`src/rtl/s3g_pkt_tx_pkg.sv`:
```
// Shared definitions for the S3G packet framer: protocol constants, the FSM
// state and phase encodings, and the packed debug view of the FSM.
package s3g_pkt_tx_pkg;

    localparam logic [7:0] S3G_SYNC  = 8'hD5;
    localparam logic [7:0] CRC8_POLY = 8'h8C;

    // Which byte of the frame is being handled.
    typedef enum logic [2:0] {
        ST_IDLE = 3'd0,
        ST_SYNC = 3'd1,
        ST_LEN  = 3'd2,
        ST_PAY  = 3'd3,
        ST_CRC  = 3'd4
    } state_t;

    // Sub-phase inside a byte state. ACCEPT is only used by payload bytes,
    // while the framer waits for the next byte from the payload stream.
    typedef enum logic [1:0] {
        PH_ISSUE  = 2'd0,
        PH_WAIT   = 2'd1,
        PH_GAP    = 2'd2,
        PH_ACCEPT = 2'd3
    } phase_t;

    typedef struct packed {
        state_t st;
        phase_t ph;
    } fsm_dbg_t;

endpackage

```
`src/rtl/s3g_pkt_tx_crc8.sv`:
```
// Combinational Maxim/iButton CRC8 step: next CRC of (crc_in, data).
// Reflected polynomial, data consumed LSB first.
module s3g_pkt_tx_crc8
    import s3g_pkt_tx_pkg::*;
(
    input  logic [7:0] crc_in,
    input  logic [7:0] data,
    output logic [7:0] crc_out
);

    logic [7:0] c;

    // Unrolled bit-serial update over the eight data bits
    always_comb begin
        c = crc_in;
        for (int i = 0; i < 8; i++) begin
            if (c[0] ^ data[i]) begin
                c = (c >> 1) ^ CRC8_POLY;
            end else begin
                c = c >> 1;
            end
        end
        crc_out = c;
    end

endmodule

```
`src/rtl/s3g_pkt_tx.sv`:
```
// S3G packet framer: sends 0xD5, LEN, PAYLOAD[0..LEN-1], CRC8 to a UART byte
// transmitter using a tx_wr / tx_done byte handshake.
//
// Handshakes:
//   payload in : a byte moves when in_valid & in_ready are both high at a clock
//                edge; in_ready is high only while the framer waits for the next
//                payload byte, and in_valid may be held low for any length of time.
//   uart out   : tx_wr pulses for one cycle with tx_data valid; tx_data is held
//                until the UART answers with tx_done, which is only honoured in
//                the WAIT phase of the current byte.
//
// After each tx_done the framer idles GAP_CYCLES clocks before the next tx_wr.
// For payload bytes the clock in which the byte is accepted counts as one of
// those idle clocks, so the spacing stays exact when in_valid is already high
// (with GAP_CYCLES=0 a payload byte necessarily costs one extra clock).
module s3g_pkt_tx
    import s3g_pkt_tx_pkg::*;
#(
    parameter int MAX_LEN    = 32,
    parameter int GAP_CYCLES = 0
) (
    input  logic       clk,
    input  logic       rst_n,
    input  logic       start,
    input  logic [7:0] len,
    input  logic [7:0] in_data,
    input  logic       in_valid,
    output logic       in_ready,
    output logic [7:0] tx_data,
    output logic       tx_wr,
    input  logic       tx_done,
    output logic       busy,
    output logic       done,
    output logic       err,
    output fsm_dbg_t   dbg
);

    localparam logic [7:0] MAX_LEN_B = 8'(MAX_LEN);
    localparam logic [7:0] GAP_B     = 8'(GAP_CYCLES);

    state_t     st_q, st_nxt, adv_st;
    phase_t     ph_q, ph_nxt, adv_ph;
    logic [7:0] len_q, len_nxt;
    logic [7:0] rem_q, rem_nxt;
    logic [7:0] gap_q, gap_nxt;
    logic [7:0] crc_q, crc_nxt, crc_upd;
    logic [7:0] gap_len;
    logic [7:0] tx_data_nxt;
    logic       tx_wr_nxt, in_ready_nxt, busy_nxt, done_nxt, err_nxt;
    logic       start_ok, start_bad, take_byte, next_is_pay, advance;

    s3g_pkt_tx_crc8 u_crc8 (
        .crc_in  (crc_q),
        .data    (in_data),
        .crc_out (crc_upd)
    );

    // busy also covers the done cycle, so a start there is ignored
    assign start_ok    = (st_q == ST_IDLE) && !busy && start && (len <= MAX_LEN_B);
    assign start_bad   = (st_q == ST_IDLE) && !busy && start && (len > MAX_LEN_B);
    assign take_byte   = in_ready && in_valid;
    assign next_is_pay = ((st_q == ST_LEN) && (len_q != 8'd0)) ||
                         ((st_q == ST_PAY) && (rem_q != 8'd0));
    assign gap_len     = next_is_pay ? ((GAP_B == 8'd0) ? 8'd0 : GAP_B - 8'd1) : GAP_B;
    assign advance     = (st_q != ST_IDLE) &&
                         (((ph_q == PH_WAIT) && tx_done && (gap_len == 8'd0)) ||
                          ((ph_q == PH_GAP) && (gap_q == 8'd0)));
    assign dbg         = '{st: st_q, ph: ph_q};

    // Where the frame goes once the current byte and its gap are finished
    always_comb begin
        adv_st = ST_IDLE;
        case (st_q)
            ST_SYNC: adv_st = ST_LEN;
            ST_LEN:  adv_st = (len_q == 8'd0) ? ST_CRC : ST_PAY;
            ST_PAY:  adv_st = (rem_q == 8'd0) ? ST_CRC : ST_PAY;
            default: adv_st = ST_IDLE;
        endcase
        case (adv_st)
            ST_PAY:  adv_ph = PH_ACCEPT;
            ST_IDLE: adv_ph = PH_WAIT;
            default: adv_ph = PH_ISSUE;
        endcase
    end

    // State, counters, CRC and all outputs are registered here
    always_ff @(posedge clk or negedge rst_n) begin
        if (!rst_n) begin
            st_q     <= ST_IDLE;
            ph_q     <= PH_WAIT;
            len_q    <= 8'd0;
            rem_q    <= 8'd0;
            gap_q    <= 8'd0;
            crc_q    <= 8'd0;
            tx_data  <= 8'd0;
            tx_wr    <= 1'b0;
            in_ready <= 1'b0;
            busy     <= 1'b0;
            done     <= 1'b0;
            err      <= 1'b0;
        end else begin
            st_q     <= st_nxt;
            ph_q     <= ph_nxt;
            len_q    <= len_nxt;
            rem_q    <= rem_nxt;
            gap_q    <= gap_nxt;
            crc_q    <= crc_nxt;
            tx_data  <= tx_data_nxt;
            tx_wr    <= tx_wr_nxt;
            in_ready <= in_ready_nxt;
            busy     <= busy_nxt;
            done     <= done_nxt;
            err      <= err_nxt;
        end
    end

    // Next state, phase and counters
    always_comb begin
        st_nxt  = st_q;
        ph_nxt  = ph_q;
        len_nxt = len_q;
        rem_nxt = rem_q;
        gap_nxt = gap_q;
        if (st_q == ST_IDLE) begin
            if (start_ok) begin
                st_nxt  = ST_SYNC;
                ph_nxt  = PH_ISSUE;
                len_nxt = len;
                rem_nxt = len;
            end
        end else begin
            case (ph_q)
                PH_ISSUE: ph_nxt = PH_WAIT;
                PH_ACCEPT: begin
                    if (take_byte) begin
                        ph_nxt  = PH_ISSUE;
                        rem_nxt = rem_q - 8'd1;
                    end
                end
                PH_WAIT: begin
                    if (tx_done && (gap_len != 8'd0)) begin
                        ph_nxt  = PH_GAP;
                        gap_nxt = gap_len - 8'd1;
                    end
                end
                PH_GAP: begin
                    if (gap_q != 8'd0) begin
                        gap_nxt = gap_q - 8'd1;
                    end
                end
                default: ph_nxt = PH_WAIT;
            endcase
            if (advance) begin
                st_nxt = adv_st;
                ph_nxt = adv_ph;
            end
        end
    end

    // Next values of the registered outputs and the CRC
    always_comb begin
        tx_data_nxt = tx_data;
        crc_nxt     = crc_q;
        busy_nxt    = busy;
        done_nxt    = 1'b0;
        err_nxt     = 1'b0;
        if (st_q == ST_IDLE) begin
            busy_nxt = 1'b0;
            if (start_ok) begin
                tx_data_nxt = S3G_SYNC;
                busy_nxt    = 1'b1;
                crc_nxt     = 8'd0;
            end
            if (start_bad) begin
                err_nxt = 1'b1;
            end
        end
        if (take_byte) begin
            tx_data_nxt = in_data;
            crc_nxt     = crc_upd;
        end
        if (advance) begin
            case (adv_st)
                ST_LEN:  tx_data_nxt = len_q;
                ST_CRC:  tx_data_nxt = crc_q;
                ST_IDLE: done_nxt    = 1'b1;
                default: ;
            endcase
        end
        tx_wr_nxt    = (st_nxt != ST_IDLE) && (ph_nxt == PH_ISSUE);
        in_ready_nxt = (st_nxt == ST_PAY) && (ph_nxt == PH_ACCEPT);
    end

endmodule

```
`config.mk`:
```
export PLATFORM = sky130hd
export DESIGN_NAME = s3g_pkt_tx
export DESIGN_NICKNAME = d
export VERILOG_FILES = /design/src/rtl/s3g_pkt_tx_pkg.sv /design/src/rtl/s3g_pkt_tx_crc8.sv /design/src/rtl/s3g_pkt_tx.sv
export SDC_FILE = /design/constraint.sdc
export NUM_CORES = 1
export LEC_CHECK = 0
export BUFFER_PORTS_ARGS = -buffer_cell sky130_fd_sc_hd__buf_2
export CELL_PAD_IN_SITES_DETAIL_PLACEMENT = 0
export CELL_PAD_IN_SITES_GLOBAL_PLACEMENT = 2
export CORE_MARGIN = 3
export CORE_UTILIZATION = 40
export CTS_BUF_LIST = sky130_fd_sc_hd__clkbuf_2 sky130_fd_sc_hd__clkbuf_4 sky130_fd_sc_hd__clkbuf_8
export CTS_CLUSTER_SIZE = 10
export DETAILED_ROUTE_END_ITERATION = 6
export PLACE_DENSITY_LB_ADDON = 0.08
export SYNTH_ARGS = -nofsm -noshare
export SYNTH_HDL_FRONTEND = slang
export SYNTH_HIERARCHICAL = 1
export SYNTH_SLANG_ARGS = --single-unit
```
`constraint.sdc`:
```
create_clock -name clk -period 7 [get_ports clk]
set_input_delay 1.4 -clock clk [delete_from_list [all_inputs] [get_ports clk]]
set_output_delay 1.4 -clock clk [all_outputs]
set_load 0.05 [all_outputs]
```
# Word level (Yosys, flattened, before mapping)
# Index checks and enable logic that the tools add are counted.
# totals
elab_cells	111
regBits	50
out_inout_bits	18
inputBits	21
# op_classes
order_cmp	2
n_mux	37
n_reduce_logical	29
n_eq_ne	12
bitwise	17
n_addsub	2
# ops
op	count
two-way mux 8 bit	19
zero test 8 bit	3
NOT 2 -> 3 bit	8
case mux 8 bit (2 select lines)	1
subtractor 8 x 1 -> 8 bit (second input constant)	2
== test 3 x 2 -> 1 bit (second input constant)	5
two-way mux 3 bit	5
logical AND 1 bit	10
case mux 3 bit (3 select lines)	1
> comparator 8 x 6 -> 1 bit (second input constant)	1
<= comparator 8 x 6 -> 1 bit (second input constant)	1
two-way mux 2 bit	4
case mux 2 bit (2 select lines)	2
nonzero test 8 bit	1
XOR 1 bit	8
== test 2 bit (second input constant)	3
zero test 3 bit	2
AND reduction 3 bit	2
nonzero test 2 bit	3
nonzero test 3 bit	2
two-way mux 1 bit	5
zero test 2 bit	2
AND reduction 2 bit	2
== test 3 x 1 -> 1 bit (second input constant)	1
other kinds (6)	6

# Logic depth before layout (Yosys ltp)
# depth
ltp_word	17
depth_mapped	10
depth_no_buf	7

# Hierarchy
# Netlist, hierarchy kept.
# by_module_without_submodules
module	cells_per_inst	n_inst	seq_area_each_um2	area_per_inst_um2
s3g_pkt_tx	258	1	1252.5	2625.0
s3g_pkt_tx_crc8	22	1	0.0	237.7

# Worst setup path before layout
# OpenSTA, ideal clock, no wires.
# synth_timing
kind	input to register
from	input port len[0]
to	register rem_q[2]
n_path_buf	1
cell_stages	6
arrival_ps	2629
setup_ps	129
slack_ps	4242
path_cell_list	nor4_1 a21oi_1 o22a_1 buf_2 o21ai_0 o21ai_0
# synth_via
elab_chain_len	4
# synth_rtl
item	line	text
start, declared	s3g_pkt_tx.sv:25	input logic [7:0] len,
<= comparator 8 x 6 -> 1 bit	s3g_pkt_tx.sv:59	assign start_ok = (st_q == ST_IDLE) && !busy && start && (len <= MAX_LEN_B);
logical AND 1 bit	s3g_pkt_tx.sv:59	
inequality test 2 bit (no source line)	n/a	
AND reduction 3 bit (no source line)	n/a	
end signal, assigned	s3g_pkt_tx.sv:105	rem_q <= rem_nxt;
end, declared	s3g_pkt_tx.sv:44	logic [7:0] rem_q, rem_nxt;
# Every way passes these cells.
# A chain may end at the register's enable or synchronous reset.

# Worst setup path after layout
# layout_timing
from	input port len[0]
to	register len_q[1]
# layout_via
elab_chain_len	3
# layout_rtl
item	line	text
<= comparator 8 x 6 -> 1 bit	s3g_pkt_tx.sv:59	
logical AND 1 bit	s3g_pkt_tx.sv:59	
AND reduction 2 bit (no source line)	n/a	
end signal, assigned	s3g_pkt_tx.sv:104	len_q <= len_nxt;
end, declared	s3g_pkt_tx.sv:43	logic [7:0] len_q, len_nxt;
# Every way passes these cells.

==> results.txt <==
The area of the core came out at 6869 um^2. Compared with the post-synthesis result, the final layout area differs by 12.15%. The most critical setup path has its endpoint at len_q[1]. The later-pin clock latency in the skew report came out at 0.31 ns. After layout, the design draws a total of 1.411 mW. The aggregate global routing overflow is 0.

The switching share of power came out at 44.58%. The floorplan has 30 rows. The largest net degree at the start of global routing came out at 51.

Once layout is complete, the utilization of the core stands at 46.74%. Setup repair after global routing left no endpoint under its margin. The number of search-and-repair iterations in the first detailed-routing pass came out at 4. The launch point of the critical path is len[0]. The number of antenna diodes in the final layout is 0. Excluding fillers, the count of instances in the completed layout stands at 410. The half-perimeter wire length after detailed placement is 4645 um.

After detailed routing, the number of vias per cell comes to 5.232. Counting flops and latches in the post-synthesis netlist gives 50. Synthesis produced a netlist whose cell count is 280. The leakage dissipation is 1.484 nW. The post-layout minimum cycle time is 2.871 ns. The number of fill cells is 698. Across all register-to-register paths, the minimum setup slack is 4.18 ns. The count of unresolved DRC violations after routing is 0. By area the synthesized netlist is led by dfrtp_1 (43%), xnor2_1 (4.9%), ha_1 (3.5%). The classification of the worst setup path is in -> reg. The maximum operating frequency came out at 0.3484 GHz. The post-CTS clock slew at the launch and capture registers of the worst setup and hold paths is 0.09 ns.

The required time of the worst setup path is 7.20 ns. The routed length per placed instance is 16.08 um. The cell depth of the worst flop-to-flop path came out at 5. The post-synthesis async set-or-reset flop share came out at 100.0%. The tightest min-delay check is of the reg -> reg type. With fillers left out, the area of the finished cells amounts to 3211 um^2.

The combinational share of power is 51.6%. The die outline area came out at 8208 um^2. The via count came out at 2145.

The peak ir drop on the vdd network is 206.9 uV. The global placement routability congestion came out at 0.7267. The number of global-route vias before repair came out at 2149. The total length of routed wires is 6591 um.

The number of sinks handled by clock tree synthesis is 50. The least setup slack across all paths after layout came out at 4.129 ns. The final-report max-slew violation count came out at 0.

Prior to clock tree synthesis, the placed netlist has a worst setup slack of 3.811 ns. The clock root buffer is clkbuf_8. The number of antenna violations at the first check in global routing is 0. The power density of the placed cells came out at 439.6 nW/um^2. The arrival time at the worst endpoint came out at 3.07 ns. The internal power consumption came out at 0.7821 mW. The launching element type of the critical path is an input port. In the synthesized netlist the dominant register cell turns out to be dfrtp_1. The floorplan die height is 90.60 um. The clock tree from TritonCTS is done. The starting utilization of the core area is 41.68%.

The relative slew slack came out at 21.25%. Buffers inserted to repair hold after CTS numbered 0. The mapped netlist covers 2863 um^2. The final number of setup-violating endpoints came out at 0. The first global-routing pass estimated 11090 um of wire. The H-tree level count is 2. The post-CTS setup repair buffer count is 0.

The maximum number of buffers from clock root to sink is 2. The placed cell area is 3102 um^2. The share of cells above drive strength 1 is 23.25%.

The share of the cycle needed by the critical path after routing is 41.01%. The number of flops mapped to enable cells by yosys came out at 0. The number of primary I/O pins came out at 39. The number of distinct library cell variants in the gate-level netlist after synthesis is 54. The total negative slack for setup checks is 0 ns.

The average size of a mapped cell came out at 10.22 um^2. The startpoint of the most critical hold path is gap_q[7]. The endpoint identified for the worst register-to-register timing path is tx_data[4]. The number of gates resized after cts is 0. The share of synthesized area occupied by flip-flops and latches is 43.75%. The run finished with clean final reports. The number of DRC violations after detailed-routing iteration 0 is 115. The post-synthesis net count is 309. The total area of sequential cells is 1252 um^2. The slew at the pin closest to its max-slew limit is 1.175 ns. The fraction of synthesized cell area taken by the top area cell type is 42.83%. The library cell with the largest summed area after synthesis is dfrtp_1. The number of antenna-violating nets in the routed design came out at 0. Of all nets on the critical path, the largest fanout is 27. The max capacitance violation total came out at 0. In this run the critical register-to-register path is launched from rem_q[3]. The sequential share of power is 33.9%. The kind of end point of the critical path is a flip-flop.

Port buffering added 38 buffers. The die outline width came out at 90.60 um. The count of nets after finishing came out at 342. The net switching power of the design came out at 0.6292 mW. The total global routing track utilization came out at 16.87%. The total clock buffers created by CTS came out at 5. In the final layout, the multi-input gates occupy 1490 um^2. The number of hold violations in the final report came out at 0.

The clock network fraction of design power is 14.5%. The worst slack on hold paths came out at 0.4713 ns. The number of cells after detailed placement came out at 402. The final clock skew is 0.01207 ns. The count of yosys warnings during synthesis came out at 6.
## state kept, by name, summed over array words and instances, names as in the netlist
name and flops:
len_q 8, err 1, in_ready 1, rem_q 8, done 1, busy 1, tx_wr 1, gap_q 8
ph_q 2, st_q 3, crc_q 8, tx_data 8
## cells in the final DEF (no fill, tap or decap), types with 2 or more instances in the layout
cell,instances
xnor2_2,2
buf_2,38
nor2b_1,4
nand2b_1,3
nand3_1,3
xor2_1,9
a211oi_1,4
o21ai_0,17
mux2i_1,3
xnor2_1,16
mux2_2,7
o22a_1,2
a21oi_1,8
nor2_1,19
o32ai_1,5
nor3_1,17
xnor3_2,2
clkinv_2,2
ha_1,8
nor4_1,5
dfrtp_1,49
o22ai_1,4
or2_2,4
clkbuf_8,5
a22oi_1,8
inv_1,9
or4_4,2
or3_1,4
a2bb2oi_1,3
buf_4,2
nand2_1,25
o211ai_1,2
## critical path: stages
cell	delay, ns
buf_2	0.12
nor4_1	0.39
a21oi_1	0.34
nor2_8	0.43
mux2_2	0.39
## power by group through the flow
stage	sequential (mW)	clock, mW	combinational, mW
after floorplan	0.600	0	0.466
after global placement	0.486	0	0.729
after detailed placement	0.484	0	0.728
after CTS	0.479	0.211	0.732
after global routing	0.495	0.224	0.796
final	0.479	0.205	0.728
## per-layer routing
layer	global-route usage [%]	part of all wire, %
met5	0	0
met4	4.209	1.1
met3	3.250	3.7
met2	25.63	45
met1	24.69	51
## cell type report
type | instances | area share, %
Multi-Input combinational cell | 207 | 46.41
Clock buffer | 5 | 2.143
Timing Repair Buffer | 40 | 6.391
Sequential cell | 50 | 39.01
Clock inverter | 3 | 1.247
Inverter | 9 | 1.052
Tap cell | 96 | 3.741
## Yosys cell counts, drive strengths merged, types with 2 or more instances
library cell	count
o22a	2
nor4b	2
nor3	18
or2	4
o22ai	4
mux2i	3
nand2	25
a2bb2oi	3
or3	4
o21ai	17
nand2b	4
xnor2	18
nor2b	4
xnor3	2
a211oi	4
ha	8
nor4	5
o211ai	3
xor2	9
clkbuf	6
nand3	3
or4	3
buf	8
a22oi	8
o32ai	5
nor2	20
a21oi	8
dfrtp	49
mux2	7
inv	9
## worst min path at each step
stage / end / slack (ns) / cells after the start
after global placement: gap_q[7] / 0.46 / 1
after floorplan: gap_q[7] / 0.44 / 1
final: gap_q[7] / 0.47 / 1
after detailed placement: gap_q[7] / 0.45 / 1
after CTS: gap_q[7] / 0.48 / 1
after global routing: gap_q[5] / 0.50 / 1
## cell families after synthesis
| kind of cell | count (synthesis) | share of synthesized area (%) |
|---|---|---|
| adders and majority gates | 8 | 3.497 |
| and+or+nand+nor | 98 | 19.01 |
| xor gates and xnor gates | 29 | 10.45 |
| muxes | 10 | 3.803 |
| AOI/OAI and AO/OA | 62 | 15.30 |
| buffers and inverters | 23 | 4.195 |
| DFF | 50 | 43.75 |
Note: power is estimated with default switching activity, not from simulation.
